<file path="src/rtl/gcd_pkg.sv">
// Shared types and defaults for the GCD job sequencer and its operand FIFO.
package gcd_pkg;

    localparam int DEF_WIDTH   = 16;
    localparam int DEF_DEPTH   = 4;
    localparam int DEF_TIMEOUT = 1024;
    localparam int CNT_W       = $clog2(DEF_TIMEOUT);

    typedef enum logic [2:0] {
        S_IDLE   = 3'd0,
        S_CRST   = 3'd1,
        S_START  = 3'd2,
        S_LOAD_A = 3'd3,
        S_LOAD_B = 3'd4,
        S_WAIT   = 3'd5,
        S_RESULT = 3'd6
    } gcd_state_e;

    // Counter width never drops below the default so small TIMEOUT values stay well-formed.
    function automatic int cnt_width(input int timeout);
        int w;
        w = $clog2(timeout);
        return (w > CNT_W) ? w : CNT_W;
    endfunction

endpackage

</file>
<file path="src/rtl/gcd_job_sequencer_if.sv">
// Job input, GCD core and result handshake signals bundled for the sequencer.
interface gcd_job_sequencer_if
    import gcd_pkg::*;
#(
    parameter int WIDTH = DEF_WIDTH
);
    logic             in_valid;
    logic             in_ready;
    logic [WIDTH-1:0] in_a;
    logic [WIDTH-1:0] in_b;
    logic             core_rst;
    logic             start;
    logic [WIDTH-1:0] data_in;
    logic             done;
    logic [WIDTH-1:0] core_result;
    logic             res_valid;
    logic             res_ready;
    logic [WIDTH-1:0] res_data;
    logic             res_err;
    logic             busy;

    modport master (
        output in_valid, in_a, in_b, done, core_result, res_ready,
        input  in_ready, core_rst, start, data_in, res_valid, res_data, res_err, busy
    );

    modport slave (
        input  in_valid, in_a, in_b, done, core_result, res_ready,
        output in_ready, core_rst, start, data_in, res_valid, res_data, res_err, busy
    );

endinterface

</file>
<file path="src/rtl/gcd_pair_fifo.sv">
// Small synchronous FIFO holding operand pairs; head is readable combinationally.
module gcd_pair_fifo
    import gcd_pkg::*;
#(
    parameter int WIDTH = 2 * DEF_WIDTH,
    parameter int DEPTH = DEF_DEPTH
) (
    input  logic             clk,
    input  logic             rst,
    input  logic             i_push,
    input  logic             i_pop,
    input  logic [WIDTH-1:0] i_wdata,
    output logic [WIDTH-1:0] o_rdata,
    output logic             o_full,
    output logic             o_empty
);

    localparam int            AW       = $clog2(DEPTH);
    localparam logic [AW:0]   FULL_CNT = (AW + 1)'(DEPTH);

    logic [WIDTH-1:0] r_mem [DEPTH];
    logic [AW-1:0]    r_wr_ptr;
    logic [AW-1:0]    r_rd_ptr;
    logic [AW:0]      r_count;
    logic             w_push;
    logic             w_pop;

    assign o_full  = (r_count == FULL_CNT);
    assign o_empty = (r_count == '0);
    assign w_push  = i_push && !o_full;
    assign w_pop   = i_pop && !o_empty;
    assign o_rdata = r_mem[r_rd_ptr];

    // Pointers wrap naturally because DEPTH is a power of two.
    always_ff @(posedge clk) begin
        if (rst) begin
            r_wr_ptr <= '0;
            r_rd_ptr <= '0;
            r_count  <= '0;
        end else begin
            if (w_push) r_wr_ptr <= r_wr_ptr + 1'b1;
            if (w_pop)  r_rd_ptr <= r_rd_ptr + 1'b1;
            case ({w_push, w_pop})
                2'b10:   r_count <= r_count + 1'b1;
                2'b01:   r_count <= r_count - 1'b1;
                default: r_count <= r_count;
            endcase
        end
    end

    always_ff @(posedge clk) begin
        if (w_push) r_mem[r_wr_ptr] <= i_wdata;
    end

endmodule

</file>
<file path="src/rtl/gcd_job_sequencer.sv">
// Feeds queued operand pairs to a subtractive GCD core and returns results,
// with a zero-operand bypass and a WAIT-state timeout.
module gcd_job_sequencer
    import gcd_pkg::*;
#(
    parameter int WIDTH   = DEF_WIDTH,
    parameter int DEPTH   = DEF_DEPTH,
    parameter int TIMEOUT = DEF_TIMEOUT
) (
    input  logic                clk,
    input  logic                rst,
    gcd_job_sequencer_if.slave  bus
);

    localparam int            CW       = cnt_width(TIMEOUT);
    localparam logic [CW-1:0] CNT_LAST = CW'(TIMEOUT - 1);

    gcd_state_e         r_state;
    logic               r_core_rst;
    logic               r_start;
    logic [WIDTH-1:0]   r_data_in;
    logic               r_res_valid;
    logic [WIDTH-1:0]   r_res_data;
    logic               r_res_err;
    logic [CW-1:0]      r_cnt;
    logic [WIDTH-1:0]   r_a;
    logic [WIDTH-1:0]   r_b;

    logic [2*WIDTH-1:0] w_head;
    logic [WIDTH-1:0]   w_head_a;
    logic [WIDTH-1:0]   w_head_b;
    logic               w_full;
    logic               w_empty;
    logic               w_push;
    logic               w_pop;
    logic               w_bypass;

    assign w_push   = bus.in_valid && !w_full;
    assign w_pop    = (r_state == S_IDLE) && !w_empty;
    assign w_head_a = w_head[2*WIDTH-1:WIDTH];
    assign w_head_b = w_head[WIDTH-1:0];
    assign w_bypass = (w_head_a == '0) || (w_head_b == '0);

    gcd_pair_fifo #(
        .WIDTH (2 * WIDTH),
        .DEPTH (DEPTH)
    ) u_fifo (
        .clk     (clk),
        .rst     (rst),
        .i_push  (w_push),
        .i_pop   (w_pop),
        .i_wdata ({bus.in_a, bus.in_b}),
        .o_rdata (w_head),
        .o_full  (w_full),
        .o_empty (w_empty)
    );

    assign bus.in_ready  = !w_full;
    assign bus.core_rst  = r_core_rst;
    assign bus.start     = r_start;
    assign bus.data_in   = r_data_in;
    assign bus.res_valid = r_res_valid;
    assign bus.res_data  = r_res_data;
    assign bus.res_err   = r_res_err;
    assign bus.busy      = (r_state != S_IDLE);

    always_ff @(posedge clk) begin
        if (w_pop) begin
            r_a <= w_head_a;
            r_b <= w_head_b;
        end
    end

    // Output registers are set on the edge entering each state, so they line up with it.
    always_ff @(posedge clk) begin
        if (rst) begin
            r_state     <= S_IDLE;
            r_core_rst  <= 1'b0;
            r_start     <= 1'b0;
            r_data_in   <= '0;
            r_res_valid <= 1'b0;
            r_res_data  <= '0;
            r_res_err   <= 1'b0;
            r_cnt       <= '0;
        end else begin
            case (r_state)
                S_IDLE: begin
                    if (!w_empty) begin
                        if (w_bypass) begin
                            r_res_valid <= 1'b1;
                            r_res_data  <= w_head_a | w_head_b;
                            r_res_err   <= 1'b0;
                            r_state     <= S_RESULT;
                        end else begin
                            r_core_rst  <= 1'b1;
                            r_state     <= S_CRST;
                        end
                    end
                end
                S_CRST: begin
                    r_core_rst <= 1'b0;
                    r_start    <= 1'b1;
                    r_data_in  <= '0;
                    r_state    <= S_START;
                end
                S_START: begin
                    r_data_in <= r_a;
                    r_state   <= S_LOAD_A;
                end
                S_LOAD_A: begin
                    r_data_in <= r_b;
                    r_state   <= S_LOAD_B;
                end
                S_LOAD_B: begin
                    r_cnt   <= '0;
                    r_state <= S_WAIT;
                end
                // done wins over an expiring counter in the same cycle.
                S_WAIT: begin
                    if (bus.done) begin
                        r_res_data  <= bus.core_result;
                        r_res_err   <= 1'b0;
                        r_res_valid <= 1'b1;
                        r_start     <= 1'b0;
                        r_state     <= S_RESULT;
                    end else if (r_cnt == CNT_LAST) begin
                        r_res_data  <= '0;
                        r_res_err   <= 1'b1;
                        r_res_valid <= 1'b1;
                        r_start     <= 1'b0;
                        r_state     <= S_RESULT;
                    end else begin
                        r_cnt <= r_cnt + 1'b1;
                    end
                end
                S_RESULT: begin
                    if (bus.res_ready) begin
                        r_res_valid <= 1'b0;
                        r_state     <= S_IDLE;
                    end
                end
                default: begin
                    r_state <= S_IDLE;
                end
            endcase
        end
    end

endmodule

</file>
<file path="src/flat_wrapper.sv">
// flat-port wrapper written by rule: the top's interface ports become plain ports
module gcd_job_sequencer_flat import gcd_pkg::*;
#(
    parameter int WIDTH   = DEF_WIDTH,
    parameter int DEPTH   = DEF_DEPTH,
    parameter int TIMEOUT = DEF_TIMEOUT
)
  (clk, rst, bus_in_valid, bus_in_a, bus_in_b, bus_done, bus_core_result, bus_res_ready, bus_in_ready, bus_core_rst, bus_start, bus_data_in, bus_res_valid, bus_res_data, bus_res_err, bus_busy);
  gcd_job_sequencer_if #(.WIDTH(WIDTH)) bus_i ();
  input  logic clk;
  input  logic rst;
  input wire logic [$bits(bus_i.in_valid)-1:0] bus_in_valid;
  input wire logic [$bits(bus_i.in_a)-1:0] bus_in_a;
  input wire logic [$bits(bus_i.in_b)-1:0] bus_in_b;
  input wire logic [$bits(bus_i.done)-1:0] bus_done;
  input wire logic [$bits(bus_i.core_result)-1:0] bus_core_result;
  input wire logic [$bits(bus_i.res_ready)-1:0] bus_res_ready;
  output wire logic [$bits(bus_i.in_ready)-1:0] bus_in_ready;
  output wire logic [$bits(bus_i.core_rst)-1:0] bus_core_rst;
  output wire logic [$bits(bus_i.start)-1:0] bus_start;
  output wire logic [$bits(bus_i.data_in)-1:0] bus_data_in;
  output wire logic [$bits(bus_i.res_valid)-1:0] bus_res_valid;
  output wire logic [$bits(bus_i.res_data)-1:0] bus_res_data;
  output wire logic [$bits(bus_i.res_err)-1:0] bus_res_err;
  output wire logic [$bits(bus_i.busy)-1:0] bus_busy;
  assign bus_i.in_valid = bus_in_valid;
  assign bus_i.in_a = bus_in_a;
  assign bus_i.in_b = bus_in_b;
  assign bus_i.done = bus_done;
  assign bus_i.core_result = bus_core_result;
  assign bus_i.res_ready = bus_res_ready;
  assign bus_in_ready = bus_i.in_ready;
  assign bus_core_rst = bus_i.core_rst;
  assign bus_start = bus_i.start;
  assign bus_data_in = bus_i.data_in;
  assign bus_res_valid = bus_i.res_valid;
  assign bus_res_data = bus_i.res_data;
  assign bus_res_err = bus_i.res_err;
  assign bus_busy = bus_i.busy;
  gcd_job_sequencer #(.WIDTH(WIDTH), .DEPTH(DEPTH), .TIMEOUT(TIMEOUT)) u_core (.clk(clk), .rst(rst), .bus(bus_i));
endmodule
</file>
<file path="config.mk">
export PLATFORM = sky130hd
export DESIGN_NAME = gcd_job_sequencer_flat
export DESIGN_NICKNAME = d
export VERILOG_FILES = /design/src/rtl/gcd_pkg.sv /design/src/rtl/gcd_job_sequencer_if.sv /design/src/rtl/gcd_pair_fifo.sv /design/src/rtl/gcd_job_sequencer.sv /design/src/flat_wrapper.sv
export SDC_FILE = /design/constraint.sdc
export NUM_CORES = 1
export LEC_CHECK = 0
export ABC_AREA = 1
export ABC_CLOCK_PERIOD_IN_PS = 3900
export CELL_PAD_IN_SITES_DETAIL_PLACEMENT = 0
export CELL_PAD_IN_SITES_GLOBAL_PLACEMENT = 2
export CORE_UTILIZATION = 38
export DETAILED_ROUTE_END_ITERATION = 6
export PLACE_DENSITY_LB_ADDON = 0.25
export SYNTH_ARGS = -nofsm -noshare
export SYNTH_HDL_FRONTEND = slang
export SYNTH_HIERARCHICAL = 1
export SYNTH_SLANG_ARGS = --single-unit
</file>
<file path="constraint.sdc">
create_clock -name clk -period 3.9 [get_ports clk]
set_clock_uncertainty 0.1 [all_clocks]
set_input_delay 1.17 -clock clk [delete_from_list [all_inputs] [get_ports clk]]
set_output_delay 1.17 -clock clk [all_outputs]
set_load 0.1 [all_outputs]
</file>
# After elaboration in Yosys (flattened, before gate mapping)
# Memory sizes are Yosys's and may differ from the RTL's. A register that Yosys moved wholly into a read port is not among the register bits.
# Index checks and enable logic that the tools add are counted.
# W data, S select, Z words.
[op_classes]
bitwise = 1
reduce_logical = 25
magnitude_cmp = 0
add_sub_neg = 5
n_mux = 36
n_eq_ne = 17
n_div = 0
multipliers = 0
n_shift = 0
[op_table]
columns = ["cell", "count"]
rows = [
  ["$mux W16", 4],
  ["$pmux W16 S3", 1],
  ["$logic_not A16 Y1", 2],
  ["$pmux W16 S2", 1],
  ["$pmux W3 S7", 1],
  ["$mux W10", 2],
  ["$pmux W10 S2", 1],
  ["$or A16 B16 Y16", 1],
  ["$mux W3", 5],
  ["$mux W1", 14],
  ["$eq A3 B3 Y1 const B", 4],
  ["$add A10 B1 Y10 const B", 1],
  ["$eq A10 B10 Y1 const B", 1],
  ["$ne A2 B2 Y1 const B", 5],
  ["$reduce_bool A2 Y1", 5],
  ["$reduce_and A3 Y1", 3],
  ["$reduce_bool A3 Y1", 3],
  ["$eq A3 B2 Y1 const B", 2],
  ["$logic_not A3 Y1", 2],
  ["$pmux W1 S2", 3],
  ["$pmux W3 S2", 1],
  ["$reduce_and A5 Y1", 1],
  ["$add A2 B1 Y2 const B", 2],
  ["$logic_and A1 B1 Y1", 4],
  ["other kinds (13)", 15],
]
[word_totals]
in_bits = 53
n_memories = 1
latchBits = 0
reg_bits = 88
wordCells = 98
ram_bits = 128
romBits = 0
out_inout_bits = 38
[memory_table]
columns = ["memory", "depth", "word_bits", "rd", "rd_ports_with_merged_regs", "wr", "line", "rtl"]
rows = [
  ["u_core.u_fifo.r_mem", 4, 32, 1, 1, 1, "gcd_pair_fifo.sv:21", "logic [WIDTH-1:0] r_mem [DEPTH];"],
]

# Logic depth before layout (Yosys ltp)
# Gate-level depths: netlist (run 1).
[logic_depth]
depth_word = 6
mapped_depth = 17
depth_no_buf = 16

# Hierarchy
# Netlist (run 1), hierarchy kept.
[by_module_without_submodules]
columns = ["mod", "seq_area_each_um2", "area_per_inst_um2", "n_inst", "cells_each"]
rows = [
  ["gcd_pair_fifo", 4023.9, 5276.3, 1, 379],
  ["gcd_job_sequencer", 1941.9, 3796.1, 1, 447],
]

# Worst setup path after synthesis (run 1)
# Ideal clock, no wire load.
[synth_timing]
kind = "register -> register"
startpoint = "reg u_core.r_state[0]"
endpoint = "reg u_core.u_fifo.r_count[2]"
required_time_ns = 3.687
path_buffers = 1
period_less_slack_ns = 4.107
setup_ns = 0.113
slack_ns = -0.207
stages_incl_launch_ff = 18
t_arrival_ns = 3.894
path_cell_list = "dfxtp_1 buf_4 inv_4 nand2_2 nor2_2 inv_1 nor2_1 nand2_1 inv_1 ha_1 inv_1 fa_1 inv_1 nand2_1 nand3_1 nand2_1 nand2_1 nor2_1"
[synth_via]
elab_chain_len = 5
word_cells_on_any_way = 7
cone_classes = "2 x eq/ne; 1 x mux; 4 x reduce/logical"
[synth_rtl]
columns = ["item", "line", "rtl"]
rows = [
  ["start, declared", "gcd_job_sequencer.sv:18", "gcd_state_e r_state;"],
  ["start signal, assigned", "gcd_job_sequencer.sv:77", "r_state <= S_IDLE;"],
  ["start signal, assigned", "gcd_job_sequencer.sv:93", "r_state <= S_RESULT;"],
  ["start signal, assigned", "gcd_job_sequencer.sv:96", "r_state <= S_CRST;"],
  ["$logic_not A3 Y1 (*)", "gcd_job_sequencer.sv:39", "assign w_pop = (r_state == S_IDLE) && !w_empty;"],
  ["$logic_and A1 B1 Y1 (*)", "gcd_job_sequencer.sv:39", ""],
  ["net u_core.w_pop", "gcd_job_sequencer.sv:35", "logic w_pop;"],
  ["$logic_and A1 B1 Y1 (*)", "gcd_pair_fifo.sv:31", "assign w_pop = i_pop && !o_empty;"],
  ["net u_core.u_fifo.w_pop", "gcd_pair_fifo.sv:26", "logic w_pop;"],
  ["$eq A2 B1 Y1 / $eq A2 B2 Y1 (equally long branches)", "gcd_pair_fifo.sv:43", "case ({w_push, w_pop})"],
  ["$pmux W3 S2 / $reduce_bool A2 Y1 (equally long branches)", "--", ""],
  ["end signal, assigned", "gcd_pair_fifo.sv:44", "2'b10: r_count <= r_count + 1'b1;"],
  ["end signal, assigned", "gcd_pair_fifo.sv:45", "2'b01: r_count <= r_count - 1'b1;"],
  ["end signal, assigned", "gcd_pair_fifo.sv:46", "default: r_count <= r_count;"],
  ["end, declared", "gcd_pair_fifo.sv:24", "logic [AW:0] r_count;"],
]
# The timed path passes the listed nets; every way through them passes the cells marked *.
# A chain may end at the register's enable or synchronous reset.

# Worst setup path after layout (run 1)
[layout_timing]
startpoint = "reg u_core.r_state[1]"
endpoint = "out bus_busy"
[layout_via]
elab_chain_len = 1
[layout_rtl]
columns = ["item", "line", "rtl"]
rows = [
  ["$reduce_bool A3 Y1", "gcd_job_sequencer.sv:65", "assign bus.busy = (r_state != S_IDLE);"],
  ["end, declared", "flat_wrapper.sv:25", "output wire logic [$bits(bus_i.busy)-1:0] bus_busy;"],
]
# Every way passes these cells.

==> impl_metrics.py, run 1 <==
metrics = {
    "grt": {
        "antenna_found_initial": 0,
        "grt_max_degree": 65,
        "globalRoute.totalOverflow": 0,
        "met1_usage_pct": 24.3,
        "grtUsageTotal_pct": 17.8,
        "top_usage_layer": "met2",
        "grt_pass1_vias": 5910,
        "grtUsageMet3_pct": 2.82,
        "grt.met2_usage_pct": 29.7,
        "grt_pass1_wl_um": 33100,
    },
    "power_and_ir_drop": {
        "switchingPower_mw": 3.57,
        "combPwrFrac_pct": 37.2,
        "intPower_mw": 5.22,
        "p_sw_share_pct": 40.6,
        "power_leakage_nw": 4.02,
        "peakVddDrop_mv": 0.537,
        "power_density_nw_per_um2": 805,
        "p_seq_share_pct": 37.6,
        "pwr-share-clk_pct": 25.2,
    },
    "clock_tree": {
        "cts_resized": 0,
        "numCtsBuffers": 24,
        "cts_buffer_depth": 3,
        "htree_levels": 1,
        "cts_tree": "done",
        "clkSlewWorstSetupHoldPaths_ps": 60,
        "cts-root-buf": "clkbuf_16",
        "cts_sinks": 218,
        "hold_buffers": 0,
        "postCtsSetupBuffers": 0,
        "clk_latency_ps": 520,
    },
    "sta": {
        "worst_slack_ps": 824,
        "final.setup.tns_ps": 0,
        "timing.fmax_ghz": 0.325,
        "maxSlewHeadroom_pct": 43.7,
        "final-hold-violation-count": 0,
        "grt_setup_unrepaired": "no",
        "tightest_slew_ps": 842,
        "min_period_over_period_pct": 78.9,
        "finalSetupViolations": 0,
        "fin_crit_ps": 3080,
        "slew_viol_final": 0,
    },
    "worst_setup_path": {
        "cp_max_fo": 21,
        "worstPathCellList": "buf_4, inv_1, nand2_2, nor2_2, inv_1, buf_4",
        "setup.worst_path.class": "reg2out",
        "critPathSlowestCell": "buf_4",
        "cpPeakStageDelay_ps": 310,
        "crit_path_end_kind": "primary output",
        "critPathTopFamily": "buffers and inverters",
        "arrival_ps": 1810,
        "crit_required_ps": 2630,
        "crit_buf_inv": 4,
        "critPathLaunchType": "register",
    },
    "placement": {
        "dp_slack_ps": 794,
        "port_buffers": 90,
        "gp_congestion": 0.801,
        "dp.cells": 1206,
        "dpl_cell_area_um2": 10100,
        "place_hpwl_um": 14100,
    },
    "layout": {
        "layout_common_cells": "160 x edfxtp_1, 116 x nor2_1, 75 x nand2_1",
        "layout.nets": 973,
        "area_delta_synth_final_pct": 20.4,
        "antenna_cells": 0,
        "fin_cells": 1247,
        "drive_above_1_share_pct": 12.4,
        "postLayoutCellArea_um2": 10900,
        "fill_cells": 2159,
        "layout_commonest_cell": "edfxtp_1",
    },
    "logic_synthesis": {
        "syn_nets": 886,
        "syn-cell-area_um2": 9070,
        "ys_ff_latch": 218,
        "syn_inst": 826,
        "ys_types": 37,
        "yosysSeqAreaShare_pct": 65.8,
        "ys_warn_count": 6,
        "synth.avg_cell_area_um2": 11.0,
    },
    "drt": {
        "vias_per_cell": 5.10,
        "drt_iter0_markers": 370,
        "routed-via-count": 6357,
        "ant_nets": 0,
        "dr.pass1.iters": 5,
        "totalWireLength_um": 21500,
        "drc": 0,
        "wire_per_inst_um": 17.3,
    },
    "floorplanning": {
        "pin_count": 91,
        "start_util_pct": 38.7,
        "die_w_um": 157,
        "dieArea_um2": 24500,
        "die_height_um": 157,
        "core-area_um2": 23500,
        "rows": 56,
    },
    "flow_run": {
        "cap_violations": 0,
    },
    "worst_hold_path": {
        "hold_path.class": "reg2reg",
    },
    "run_status": {
        "outcome": "complete, no violations",
    },
}
[state kept, by name, summed over array words and instances (netlist names), 2 cells and up, named ones only]
signal	cells
u_core/r_cnt	10
u_core/u_fifo/r_count	3
u_core/u_fifo/r_wr_ptr	2
u_core/u_fifo/r_mem	128
u_core/r_a	16
u_core/r_state	3
u_core/r_b	16
u_core/bus.res_data	16
u_core/bus.data_in	16
u_core/u_fifo/r_rd_ptr	2
[cell type report]
cell class | count | area [µm²] | area share (%)
multi-input combinational | 500 | 2580 | 23.6
sequential | 218 | 5970 | 54.6
tap | 319 | 399 | 3.65
clock inverter | 11 | 145 | 1.33
inverter | 63 | 246 | 2.26
clock buffer | 30 | 633 | 5.80
timing repair buffer | 106 | 951 | 8.71
[path summary, 6_finish.rpt]
path                            end  slack [ps]           startpoint  cells past startpoint
max                        bus_busy         820    u_core/r_state[1]                      6
min             u_core/bus.core_rst         360  u_core/bus.core_rst                      2
max reg2reg  u_core/bus.res_data[0]        1000             register                     13
min reg2reg     u_core/bus.core_rst         360  u_core/bus.core_rst                      2
[per-layer routing]
metal	wire length [µm]	up-vias
met5	0	-
met2	10300	163
met4	448	0
met3	1080	33
met1	9670	3052
li1	-	3109
[logic make-up after synthesis]
kind of cell,count (synthesis),share of synthesized area [%]
DFF,218,65.8
and+or+nand+nor,298,14.8
buffers and inverters,108,5.99
AOI/OAI and AO/OA,195,12.4
adders and majority gates,7,1.05
[synth_stat cells (all sizes together)]
cell    count  area [µm²]
a21boi     17         139
a21oi      35         179
a31oi       2        12.5
and3        1        6.26
buf        35         258
clkbuf     10        38.8
clkinv      1        3.75
dfxtp      58        1160
edfxtp    160        4800
fa          1        20.0
ha          6        75.1
inv        62         243
nand2      81         329
nand3      64         320
nand4      22         153
nor2      128         527
nor3        2        10.0
o211ai     18         135
o21ai      90         450
o21bai      1        7.51
o22ai      32         200
[power by group through the flow]
| stage | Clock (mW) | Combinational (mW) | Sequential (mW) |
|---|---|---|---|
| 2_1_floorplan | 0 | 1.78 | 4.01 |
| 3_3_place_gp | 0 | 3.25 | 3.35 |
| 3_5_place_dp | 0 | 3.28 | 3.36 |
| 4_1_cts | 2.28 | 3.29 | 3.31 |
| 5_1_grt | 2.37 | 3.53 | 3.36 |
| 6_report | 2.22 | 3.27 | 3.31 |
[tightest hold or removal path: stages, from the launching register on]
cell and delay (ps):
dfxtp_1 310, inv_1 50, a21oi_1 50
[per-stage QoR]
step	total power, mW	hold WS [ps]	utilization (%)
after floorplan	5.79	359	-
after global placement	6.60	339	43.2
after detailed placement	6.64	360	43.2
after CTS	8.88	369	46.5
after global routing	9.26	377	46.5
final	8.79	356	46.5
Power figures use the tool's default switching activity.
==> run 2: changes to the inputs <==
- ABC_CLOCK_PERIOD_IN_PS: 3900 -> 3000
- clock period: 3.9 -> 3 ns (I/O delays scaled with it)
==> run 2 against run 1 <==
  * Critical path depth shrank 3
  * Non-clock buffer count grew 9
  * First-iteration DRC count grew 5.1%
  * Final area grew 0.80%
  * Critical path type unchanged
==> impl_metrics.py, run 2 (same netlist as run 1, synthesis figures left out) <==
metrics = {
    "sta": {
        "final-hold-violation-count": 0,
        "finalSetupViolations": 0,
        "timing.fmax_ghz": 0.388,
        "tightest_slew_ps": 876,
        "min_period_over_period_pct": 86.0,
        "maxSlewHeadroom_pct": 41.6,
        "fin_crit_ps": 2580,
        "slew_viol_final": 0,
        "grt_setup_unrepaired": "no",
    },
    "layout": {
        "area_delta_synth_final_pct": 21.3,
        "layout_common_cells": "160 x edfxtp_1, 116 x nor2_1, 75 x nand2_1",
        "fill_cells": 2145,
        "fin_cells": 1258,
        "layout_commonest_cell": "edfxtp_1",
        "largest_register_ffs": 128,
        "drive_above_1_share_pct": 13.3,
        "regMostFlops": "u_core/u_fifo/r_mem",
        "antenna_cells": 0,
        "fin_util_pct": 46.9,
        "layout.nets": 983,
        "ff_latch_area_um2": 5970,
        "multi_input_comb_area_um2": 2580,
    },
    "grt": {
        "grt_max_degree": 65,
        "antenna_found_initial": 0,
        "globalRoute.totalOverflow": 0,
        "grtUsageTotal_pct": 18.1,
        "grt_pass1_wl_um": 34100,
        "grt_pass1_vias": 6249,
    },
    "clock_tree": {
        "cts-root-buf": "clkbuf_16",
        "cts_sinks": 218,
        "clk_latency_ps": 520,
        "postCtsSetupBuffers": 0,
        "cts_tree": "done",
        "cts_buffer_depth": 3,
        "clkSlewWorstSetupHoldPaths_ps": 50,
        "hold_buffers": 0,
        "numCtsBuffers": 25,
        "cts_resized": 0,
        "htree_levels": 1,
    },
    "floorplanning": {
        "core-area_um2": 23500,
        "pin_count": 91,
        "die_height_um": 157,
        "die_w_um": 157,
        "rows": 56,
        "start_util_pct": 38.7,
        "dieArea_um2": 24500,
    },
    "drt": {
        "vias_per_cell": 5.09,
        "wl_met1_um": 10100,
        "totalWireLength_um": 21700,
        "dr_wl_met3_um": 879,
        "dr.pass1.iters": 4,
        "drt_iter0_markers": 389,
        "top_layer": "met4",
        "drc": 0,
        "ant_nets": 0,
        "routed-via-count": 6407,
        "wire_per_inst_um": 17.3,
        "route.met2.wl_um": 10400,
    },
    "power_and_ir_drop": {
        "power_density_nw_per_um2": 1040,
        "power.total_mw": 11.4,
        "power_leakage_nw": 4.06,
        "peakVddDrop_mv": 0.714,
    },
    "worst_setup_path": {
        "arrival_ps": 1580,
        "cp_max_fo": 7,
        "crit_required_ps": 2000,
        "crit_path_end_kind": "primary output",
        "critPathLaunchType": "register",
        "setup.worst_path.class": "reg2out",
    },
    "placement": {
        "port_buffers": 90,
        "gp_congestion": 0.804,
        "dp.cells": 1215,
        "place_hpwl_um": 14300,
    },
    "flow_run": {
        "cap_violations": 0,
    },
    "run_status": {
        "outcome": "complete, no violations",
    },
    "worst_hold_path": {
        "hold_path.class": "reg2reg",
    },
}
[run 2: changes by cell type in the layout (fill, tap and decap cells not counted), sizes merged]
cell	before	now
clkinvlp	2	1
inv	62	63
bufinv	3	0
clkbuf	30	32
buf	54	63
clkinv	7	10
[run 2: per-stage QoR]
step | hold slack (ps) | cell area, µm² | worst slack, ps | TNS (ps)
6_report | 350 | 11000 | 421 | 0
5_1_grt | 402 | 11000 | 173 | 0
4_1_cts | 348 | 11000 | 421 | 0
3_5_place_dp | 339 | 10300 | 183 | 0
3_3_place_gp | 344 | 10300 | 242 | 0
2_1_floorplan | 359 | 9080 | -141 | -13560
[run 2: final timing paths]
kind | start | endpoint | slack [ps] | cells after the start
worst max register to register | register | u_core/bus.res_data[5] | 430 | 13
worst min register to register | u_core/bus.core_rst | u_core/bus.core_rst | 350 | 2
worst min-delay path | u_core/bus.core_rst | u_core/bus.core_rst | 350 | 2
worst max-delay path | u_core/r_state[2] | bus_busy | 420 | 3
[run 2: worst max-delay path, stage by stage, from the launching register on]
cell     delay, ps
dfxtp_1        530
nor2_2         110
inv_1          220
buf_12         210
[run 2: report_power, final]
group | internal, mW | total, mW | switching (mW)
sequential | 4.03 | 4.28 | 0.249
clock | 1.55 | 2.67 | 1.12
combinational | 1.16 | 4.47 | 3.31
[run 2: cell type report]
class	instances	area share, %
multi-input combinational	500	23.5
inverter	63	2.24
sequential	218	54.2
clock buffer	32	6.01
clock inverter	11	0.511
timing repair buffer	115	9.93
tap	319	3.63
[run 2: routing by layer]
layer / vias up / track usage, %
li1: 3122 / -
met1: 3118 / 25.1
met2: 142 / 30.1
met3: 25 / 2.69
met4: 0 / 4.25
met5: - / 0
